==> src/rtl/multicycle_control_unit.sv <==
// Multicycle MIPS control FSM: FETCH/DECODE/EXEC/MEM/WB sequencing, memory-wait timeout,
// and LL/SC link tracking when the LLSC_EN macro is defined.
module multicycle_control_unit #(
  parameter int WORD_W     = 32,
  parameter int WAIT_LIMIT = 64,
  parameter int CNT_W      = 8
) (
  input  logic              CLK,
  input  logic              nRST,
  input  logic [WORD_W-1:0] instruction,
  input  logic              ihit,
  input  logic              dhit,
  input  logic [WORD_W-1:0] daddr,
  input  logic              ccinv,
  input  logic [WORD_W-1:0] ccsnoopaddr,
  output logic              iREN,
  output logic              dREN,
  output logic              dWEN,
  output logic              IRWEN,
  output logic              PCWEN,
  output logic              RegWEN,
  output logic [1:0]        MemtoReg,
  output logic [1:0]        ALUsrc,
  output logic [1:0]        Regdst,
  output logic [2:0]        jsel,
  output logic [3:0]        aluop,
  output logic              bne,
  output logic              sc_result,
  output logic              halt,
  output logic              timeout_err,
  output logic [2:0]        state
);
  localparam logic [2:0] S_FETCH = 3'd0, S_DECODE = 3'd1, S_EXEC = 3'd2,
                         S_MEM = 3'd3, S_WB = 3'd4, S_HALTED = 3'd5;

  localparam logic [5:0] OP_RTYPE = 6'h00, OP_J = 6'h02, OP_JAL = 6'h03, OP_BEQ = 6'h04,
                         OP_BNE = 6'h05, OP_ADDI = 6'h08, OP_ADDIU = 6'h09, OP_SLTI = 6'h0a,
                         OP_SLTIU = 6'h0b, OP_ANDI = 6'h0c, OP_ORI = 6'h0d, OP_XORI = 6'h0e,
                         OP_LUI = 6'h0f, OP_LW = 6'h23, OP_SW = 6'h2b, OP_LL = 6'h30,
                         OP_SC = 6'h38, OP_HALT = 6'h3f;

  localparam logic [5:0] FN_SLL = 6'h00, FN_SRL = 6'h02, FN_JR = 6'h08, FN_ADD = 6'h20,
                         FN_ADDU = 6'h21, FN_SUB = 6'h22, FN_SUBU = 6'h23, FN_AND = 6'h24,
                         FN_OR = 6'h25, FN_XOR = 6'h26, FN_NOR = 6'h27, FN_SLT = 6'h2a,
                         FN_SLTU = 6'h2b;

  localparam logic [3:0] ALU_SLL = 4'd0, ALU_SRL = 4'd1, ALU_ADD = 4'd2, ALU_SUB = 4'd3,
                         ALU_AND = 4'd4, ALU_OR = 4'd5, ALU_XOR = 4'd6, ALU_NOR = 4'd7,
                         ALU_SLT = 4'd8, ALU_SLTU = 4'd9;

  localparam logic [CNT_W-1:0] LIMIT = CNT_W'(WAIT_LIMIT);
  localparam bit TIMEOUT_ON = (WAIT_LIMIT != 0);

  logic [2:0]       state_reg, state_next;
  logic [CNT_W-1:0] wait_cnt_reg;
  logic [5:0]       op_reg, funct_reg;
  logic             halt_reg, timeout_err_reg, sc_result_reg;

  logic [3:0] aluop_dec;
  logic [1:0] alusrc_dec, regdst_dec, memtoreg_dec;
  logic [2:0] jsel_dec;
  logic       writes_reg;
  logic       iren_c, dren_c, dwen_c, irwen_c, pcwen_c, regwen_c, timeout_fire;
  logic       is_load, is_store, is_sc, is_sw, is_ll, is_direct, sc_ok, at_limit, hit_now;

  // Opcode/funct to datapath controls, same mapping as the single-cycle decoder.
  always_comb begin
    aluop_dec    = ALU_ADD;
    alusrc_dec   = 2'd0;
    regdst_dec   = 2'd0;
    jsel_dec     = 3'd0;
    memtoreg_dec = 2'd0;
    writes_reg   = 1'b0;
    case (op_reg)
      OP_RTYPE: begin
        writes_reg = 1'b1;
        case (funct_reg)
          FN_SLL:          aluop_dec = ALU_SLL;
          FN_SRL:          aluop_dec = ALU_SRL;
          FN_ADD, FN_ADDU: aluop_dec = ALU_ADD;
          FN_SUB, FN_SUBU: aluop_dec = ALU_SUB;
          FN_AND:          aluop_dec = ALU_AND;
          FN_OR:           aluop_dec = ALU_OR;
          FN_XOR:          aluop_dec = ALU_XOR;
          FN_NOR:          aluop_dec = ALU_NOR;
          FN_SLT:          aluop_dec = ALU_SLT;
          FN_SLTU:         aluop_dec = ALU_SLTU;
          FN_JR: begin
            jsel_dec   = 3'd2;
            writes_reg = 1'b0;
          end
          default:         writes_reg = 1'b0;
        endcase
      end
      OP_J:              jsel_dec = 3'd1;
      OP_JAL: begin
        jsel_dec   = 3'd3;
        regdst_dec = 2'd2;
        writes_reg = 1'b1;
      end
      OP_BEQ, OP_BNE: begin
        aluop_dec = ALU_SUB;
        jsel_dec  = 3'd4;
      end
      OP_ADDI, OP_ADDIU, OP_SLTI, OP_SLTIU: begin
        aluop_dec  = (op_reg == OP_SLTI || op_reg == OP_SLTIU) ? ALU_SLT : ALU_ADD;
        alusrc_dec = 2'd1;
        regdst_dec = 2'd1;
        writes_reg = 1'b1;
      end
      OP_ANDI, OP_ORI, OP_XORI: begin
        aluop_dec  = (op_reg == OP_ANDI) ? ALU_AND : (op_reg == OP_ORI) ? ALU_OR : ALU_XOR;
        alusrc_dec = 2'd2;
        regdst_dec = 2'd1;
        writes_reg = 1'b1;
      end
      OP_LUI: begin
        alusrc_dec = 2'd2;
        regdst_dec = 2'd1;
        jsel_dec   = 3'd5;
        writes_reg = 1'b1;
      end
      OP_LW, OP_LL, OP_SC: begin
        alusrc_dec   = 2'd1;
        regdst_dec   = 2'd1;
        memtoreg_dec = (op_reg == OP_SC) ? 2'd2 : 2'd1;
        writes_reg   = 1'b1;
      end
      OP_SW:             alusrc_dec = 2'd1;
      default: ;
    endcase
  end

  assign is_ll     = (op_reg == OP_LL);
  assign is_sc     = (op_reg == OP_SC);
  assign is_sw     = (op_reg == OP_SW);
  assign is_load   = (op_reg == OP_LW) || is_ll;
  assign is_store  = is_sw || is_sc;
  assign is_direct = (jsel_dec == 3'd1) || (jsel_dec == 3'd2) || (jsel_dec == 3'd3) ||
                     (jsel_dec == 3'd5);
  assign at_limit  = TIMEOUT_ON && (wait_cnt_reg == LIMIT);
  assign hit_now   = ((state_reg == S_FETCH) && ihit) || ((state_reg == S_MEM) && dhit);

`ifdef LLSC_EN
  logic              link_valid_reg;
  logic [WORD_W-1:0] link_addr_reg;
  logic [19:0]       unused_bits;
  assign sc_ok       = link_valid_reg && (daddr == link_addr_reg);
  assign unused_bits = instruction[25:6];
`else
  logic unused_bits;
  assign sc_ok       = 1'b1;
  assign unused_bits = ^{instruction[25:6], daddr, ccinv, ccsnoopaddr};
`endif

  always_comb begin
    state_next   = state_reg;
    iren_c       = 1'b0;
    dren_c       = 1'b0;
    dwen_c       = 1'b0;
    irwen_c      = 1'b0;
    pcwen_c      = 1'b0;
    regwen_c     = 1'b0;
    timeout_fire = 1'b0;
    case (state_reg)
      S_FETCH: begin
        iren_c = !at_limit;
        if (ihit) begin
          irwen_c    = 1'b1;
          state_next = S_DECODE;
        end else if (at_limit) begin
          timeout_fire = 1'b1;
          state_next   = S_HALTED;
        end
      end
      S_DECODE: begin
        if (op_reg == OP_HALT) begin
          state_next = S_HALTED;
        end else if (is_direct) begin
          pcwen_c    = 1'b1;
          regwen_c   = writes_reg;
          state_next = S_FETCH;
        end else begin
          state_next = S_EXEC;
        end
      end
      S_EXEC: begin
        if (jsel_dec == 3'd4) begin
          pcwen_c    = 1'b1;
          state_next = S_FETCH;
        end else if ((is_load || is_store) && !(is_sc && !sc_ok)) begin
          state_next = S_MEM;
        end else begin
          state_next = S_WB;
        end
      end
      S_MEM: begin
        dren_c = is_load && !at_limit;
        dwen_c = is_store && !at_limit;
        if (dhit) begin
          pcwen_c    = is_sw;
          state_next = is_sw ? S_FETCH : S_WB;
        end else if (at_limit) begin
          timeout_fire = 1'b1;
          state_next   = S_HALTED;
        end
      end
      S_WB: begin
        regwen_c   = writes_reg;
        pcwen_c    = 1'b1;
        state_next = S_FETCH;
      end
      S_HALTED: ;
      default:  state_next = S_FETCH;
    endcase
  end

  always_ff @(posedge CLK) begin
    if (!nRST) begin
      state_reg       <= S_FETCH;
      wait_cnt_reg    <= '0;
      op_reg          <= 6'd0;
      funct_reg       <= 6'd0;
      halt_reg        <= 1'b0;
      timeout_err_reg <= 1'b0;
      sc_result_reg   <= 1'b0;
    end else begin
      state_reg <= state_next;
      if (hit_now || state_next != state_reg) begin
        wait_cnt_reg <= '0;
      end else if (state_reg == S_FETCH || state_reg == S_MEM) begin
        wait_cnt_reg <= wait_cnt_reg + 1'b1;
      end
      if (irwen_c) begin
        op_reg    <= instruction[31:26];
        funct_reg <= instruction[5:0];
      end
      if (state_next == S_HALTED) halt_reg <= 1'b1;
      if (timeout_fire) timeout_err_reg <= 1'b1;
      if (state_reg == S_EXEC && is_sc) sc_result_reg <= sc_ok;
    end
  end

`ifdef LLSC_EN
  // A new link taking effect in the same cycle as an invalidate keeps the link.
  always_ff @(posedge CLK) begin
    if (!nRST) begin
      link_valid_reg <= 1'b0;
      link_addr_reg  <= '0;
    end else if (state_reg == S_MEM && dhit && is_ll) begin
      link_valid_reg <= 1'b1;
      link_addr_reg  <= daddr;
    end else if ((ccinv && ccsnoopaddr == link_addr_reg) ||
                 (state_reg == S_MEM && dhit && is_sw && daddr == link_addr_reg) ||
                 (state_reg == S_EXEC && is_sc)) begin
      link_valid_reg <= 1'b0;
    end
  end
`endif

  assign iREN        = iren_c & nRST;
  assign dREN        = dren_c & nRST;
  assign dWEN        = dwen_c & nRST;
  assign IRWEN       = irwen_c & nRST;
  assign PCWEN       = pcwen_c & nRST;
  assign RegWEN      = regwen_c & nRST;
  assign MemtoReg    = memtoreg_dec;
  assign ALUsrc      = alusrc_dec;
  assign Regdst      = regdst_dec;
  assign jsel        = (state_reg == S_DECODE || state_reg == S_EXEC) ? jsel_dec : 3'd0;
  assign aluop       = aluop_dec;
  assign bne         = (op_reg == OP_BNE);
  assign sc_result   = sc_result_reg;
  assign halt        = halt_reg;
  assign timeout_err = timeout_err_reg;
  assign state       = state_reg;
endmodule
==> config.mk <==
export PLATFORM = sky130hd
export DESIGN_NAME = multicycle_control_unit
export DESIGN_NICKNAME = d
export VERILOG_FILES = /design/src/rtl/multicycle_control_unit.sv
export SDC_FILE = /design/constraint.sdc
export NUM_CORES = 1
export LEC_CHECK = 0
export BUFFER_PORTS_ARGS = -buffer_cell sky130_fd_sc_hd__buf_2
export CAP_MARGIN = 40
export CORE_MARGIN = 10
export CORE_UTILIZATION = 41
export CTS_BUF_LIST = sky130_fd_sc_hd__clkbuf_2
export CTS_CLUSTER_DIAMETER = 80
export CTS_CLUSTER_SIZE = 14
export DETAILED_ROUTE_END_ITERATION = 6
export GPL_ROUTABILITY_DRIVEN = 0
export MAX_ROUTING_LAYER = met4
export PLACE_DENSITY = 0.91
export SYNTH_ARGS = -nofsm -noshare
export SYNTH_HDL_FRONTEND = slang
export SYNTH_SLANG_ARGS = --single-unit
==> constraint.sdc <==
create_clock -name CLK -period 2.05 [get_ports CLK]
set_input_delay 0 -clock CLK [delete_from_list [all_inputs] [get_ports CLK]]
set_output_delay 0 -clock CLK [all_outputs]
set_load 0.02 [all_outputs]
==> results by group <==
Yosys
  – Post-synthesis sequential area ratio: 32.0%
  – EDFF count, synth: 0
  – Syn avg cell area: 7.97 um^2
  – Ys async rst share: 0%
  – Top FF cell, synth: dfxtp_1
  – Synthesized Nets: 307
  – Syn Std Cell Area: 1630 um^2
  – Cell count after synthesis: 204
  – Area share of the largest cell type after synthesis: 32.0%
  – Synthesized flop and latch total: 26
  – Yosys top cell by area: dfxtp_1
  – Largest cells by area after synthesis: dfxtp_1 (32%), a22o_1 (6.5%), nor3_1 (5.2%)
  – Ys Warns: 0
  – Post-synth cell types: 50

STA
  – Clk_skew: 0.0212 ns
  – Unrepaired setup endpoints after global routing: true
  – Final hold violations: 0
  – Worst Tran Pin Value: 0.464 ns
  – Setup Total Neg Slack: -0.0342 ns
  – Peak Freq: 480 MHz
  – Final Slew Violations: 0
  – Min Tclk post-route: 2.08 ns
  – Period utilisation layout: 102%
  – Final setup margin: -0.0342 ns
  – Setup-failing EPs final: 1
  – Max-slew headroom: 68.8%

Clock tree
  – Sink Count: 26
  – Reg clk slew, reported paths: 0.26 ns
  – CTS Buf Count: 3
  – TritonCTS clock tree: done
  – Clock Latency Late Sink: 0.37 ns
  – CTS Buffer Depth: 2
  – Max H-tree Level: 1
  – Root Driver: clkbuf_2

Worst setup path
  – Worst path slowest cell: dfxtp_1
  – FF-to-FF path depth: 7
  – Worst path required time: 2.05 ns
  – WP buf/inv: 2
  – Crit path capture type: primary output
  – Cell Chain, Critical Path: buf_4 -> and3_1 -> o211ai_1 -> nand2_1 -> a31oi_2 -> o21ai_1 -> and2_1 -> buf_6
  – Largest stage delay, worst path: 0.39 ns
  – Worst path top cell family by delay: compound AO/OA/AOI/OAI gates
  – Critical path arrival: 2.08 ns
  – Max FO, Critical Path: 12
  – Kind of critical path: flip-flop to primary output
  – Levels on crit path: 8
  – Startpoint Class: flip-flop

Power and ir drop
  – Max VDD drop: 0.000341 V
  – Pleak: 0.00101 uW
  – Pwr/cell area: 707 nW/um^2

Route
  – TritonRoute pass-1 iters: 4
  – Total wire length: 5580 um
  – WL/cell: 17.2 um
  – Vias per inst: 5.73
  – Post-route ant nets: 0
  – First DRT Iteration DRCs: 226
  – DRC Markers: 0
  – DR vias: 1855

Cells and area
  – Design Area, Final: 2370 um^2
  – Synth-to-Final Area Change: 45.5%
  – Fillcell total: 325
  – Antenna diodes: 0
  – Final Core Density: 63.2%
  – Flip-flop count of the largest register after layout: 8
  – Final net count: 380
  – Most common cell after layout, fill and taps aside: buf_2
  – Share of layout cells above drive strength 1: 38.8%
  – Commonest cells after routing, fill and taps aside: buf_2 (39), buf_4 (24), nor2_1 (18), dfxtp_1 (16), nand2_1 (14)

GRT
  – GRT overflow: 0
  – Largest net degree at the start of global routing: 15
  – GRT Util Overall: 13.2%
  – Global-route wire length before repair: 7800 um
  – Vias in the first global route: 1635
  – Initial antenna violation count: 0

Outcome
  – Outcome: complete, but fails checks
  – Failing checks: negative setup slack

Placed design
  – Setup WS pre-CTS: 0.0436 ns
  – Dpl cell area: 1950 um^2
  – I/O Buffers: 41
  – HPWL after DPL: 3680 um

Floorplanning
  – Top-level I/O count: 127
  – Std cell rows: 22
  – Die H: 83.0 um
  – Core area: 3740 um^2
  – Die X: 83.0 um
  – Starting Density: 43.4%
  – Die area: 6890 um^2

Worst hold path
  – Hold crit path type: input pin to flip-flop
  – Worst Hold Depth: 4

Flow run
  – Maxcap violations: 0
metal layers:
metal | routed length [um] | part of all wire (%) | global-route usage, % | vias to the layer above
li1 | - | - | - | 892
met1 | 2340 | 42 | 16.4 | 865
met2 | 2690 | 48 | 19.8 | 83
met3 | 442 | 7.9 | 4.59 | 15
met4 | 105 | 1.9 | 3.38 | 0
met5 | 0 | 0 | - | -
worst register-to-register path: cells and delay by family, from the launching register on:
kind	cells	cell delay [ns]
AO/OA/AOI/OAI	2	0.39
buffers and inverters	1	0.14
flip-flops	1	0.43
AND/OR/NAND/NOR	4	0.98
report_power, final:
group,total [uW],internal (uW),switching [uW]
clock network,202,42.3,160
logic,838,378,460
registers,632,557,74.6
path summary, 6_finish.rpt:
path	from	slack [ns]	end
setup / recovery	op_reg[2]	-0.03	PCWEN
hold / removal	ihit	0.10	wait_cnt_reg[4]
setup reg to reg	op_reg[3]	0.03	wait_cnt_reg[1]
hold reg to reg	timeout_err	0.51	timeout_err
cell usage after synthesis, types with 2 or more instances:
master,n
clkbuf_1,4
dfxtp_1,26
nor2_1,19
a31oi_1,3
ha_1,2
nor3_1,17
a22o_1,12
o31a_1,2
buf_2,4
buf_1,2
o22ai_1,2
a21boi_0,4
and4_1,2
nand4_1,5
nand2_1,15
and3_1,5
and3b_1,2
a21oi_1,10
inv_1,6
buf_4,2
o21ai_0,4
nand2b_1,5
nor2b_1,9
and2_1,2
nand3_1,6
xnor2_1,3
xor2_1,5
o211ai_1,2
o21a_1,3
cell type report:
class	instances	area [um^2]	share of cell area, %
clock inverters	1	3.75	0.159
clock buffers	3	15.0	0.635
repair buffers	80	568	24.0
well taps	48	60.1	2.54
inverters	6	22.5	0.952
flip-flops and latches	26	546	23.1
multi-input cells	160	1150	48.7
stage by stage:
step | power [uW] | hold WS, ns | std cells
2_1_floorplan | 1060 | 0.133 | 204
3_5_place_dp | 1270 | 0.219 | 296
5_1_grt | 1770 | 0.115 | 324
4_1_cts | 1510 | 0.111 | 315
3_3_place_gp | 1250 | 0.215 | 296
6_report | 1670 | 0.104 | 324
cells by family after synthesis:
family	Yosys count	synth area share [%]
multiplexers	1	0.615
XOR/XNOR	8	4.31
flip-flops	26	32.0
buffers and inverters	18	4.92
adder cells (fa/ha/maj)	2	1.54
AND/OR/NAND/NOR	97	32.8
AO/OA/AOI/OAI	52	23.8
timing repair:
item / in CTS / in global routing
setup buffers: 2 / 9
setup endpoints to repair: 4 / 16
gates cloned: 0 / 1
hold buffers: 13 / 0
gates resized for setup: 8 / 39
pin swaps: 2 / 11
hold endpoints to repair: 18 / 0
Power figures use the tool's default switching activity.
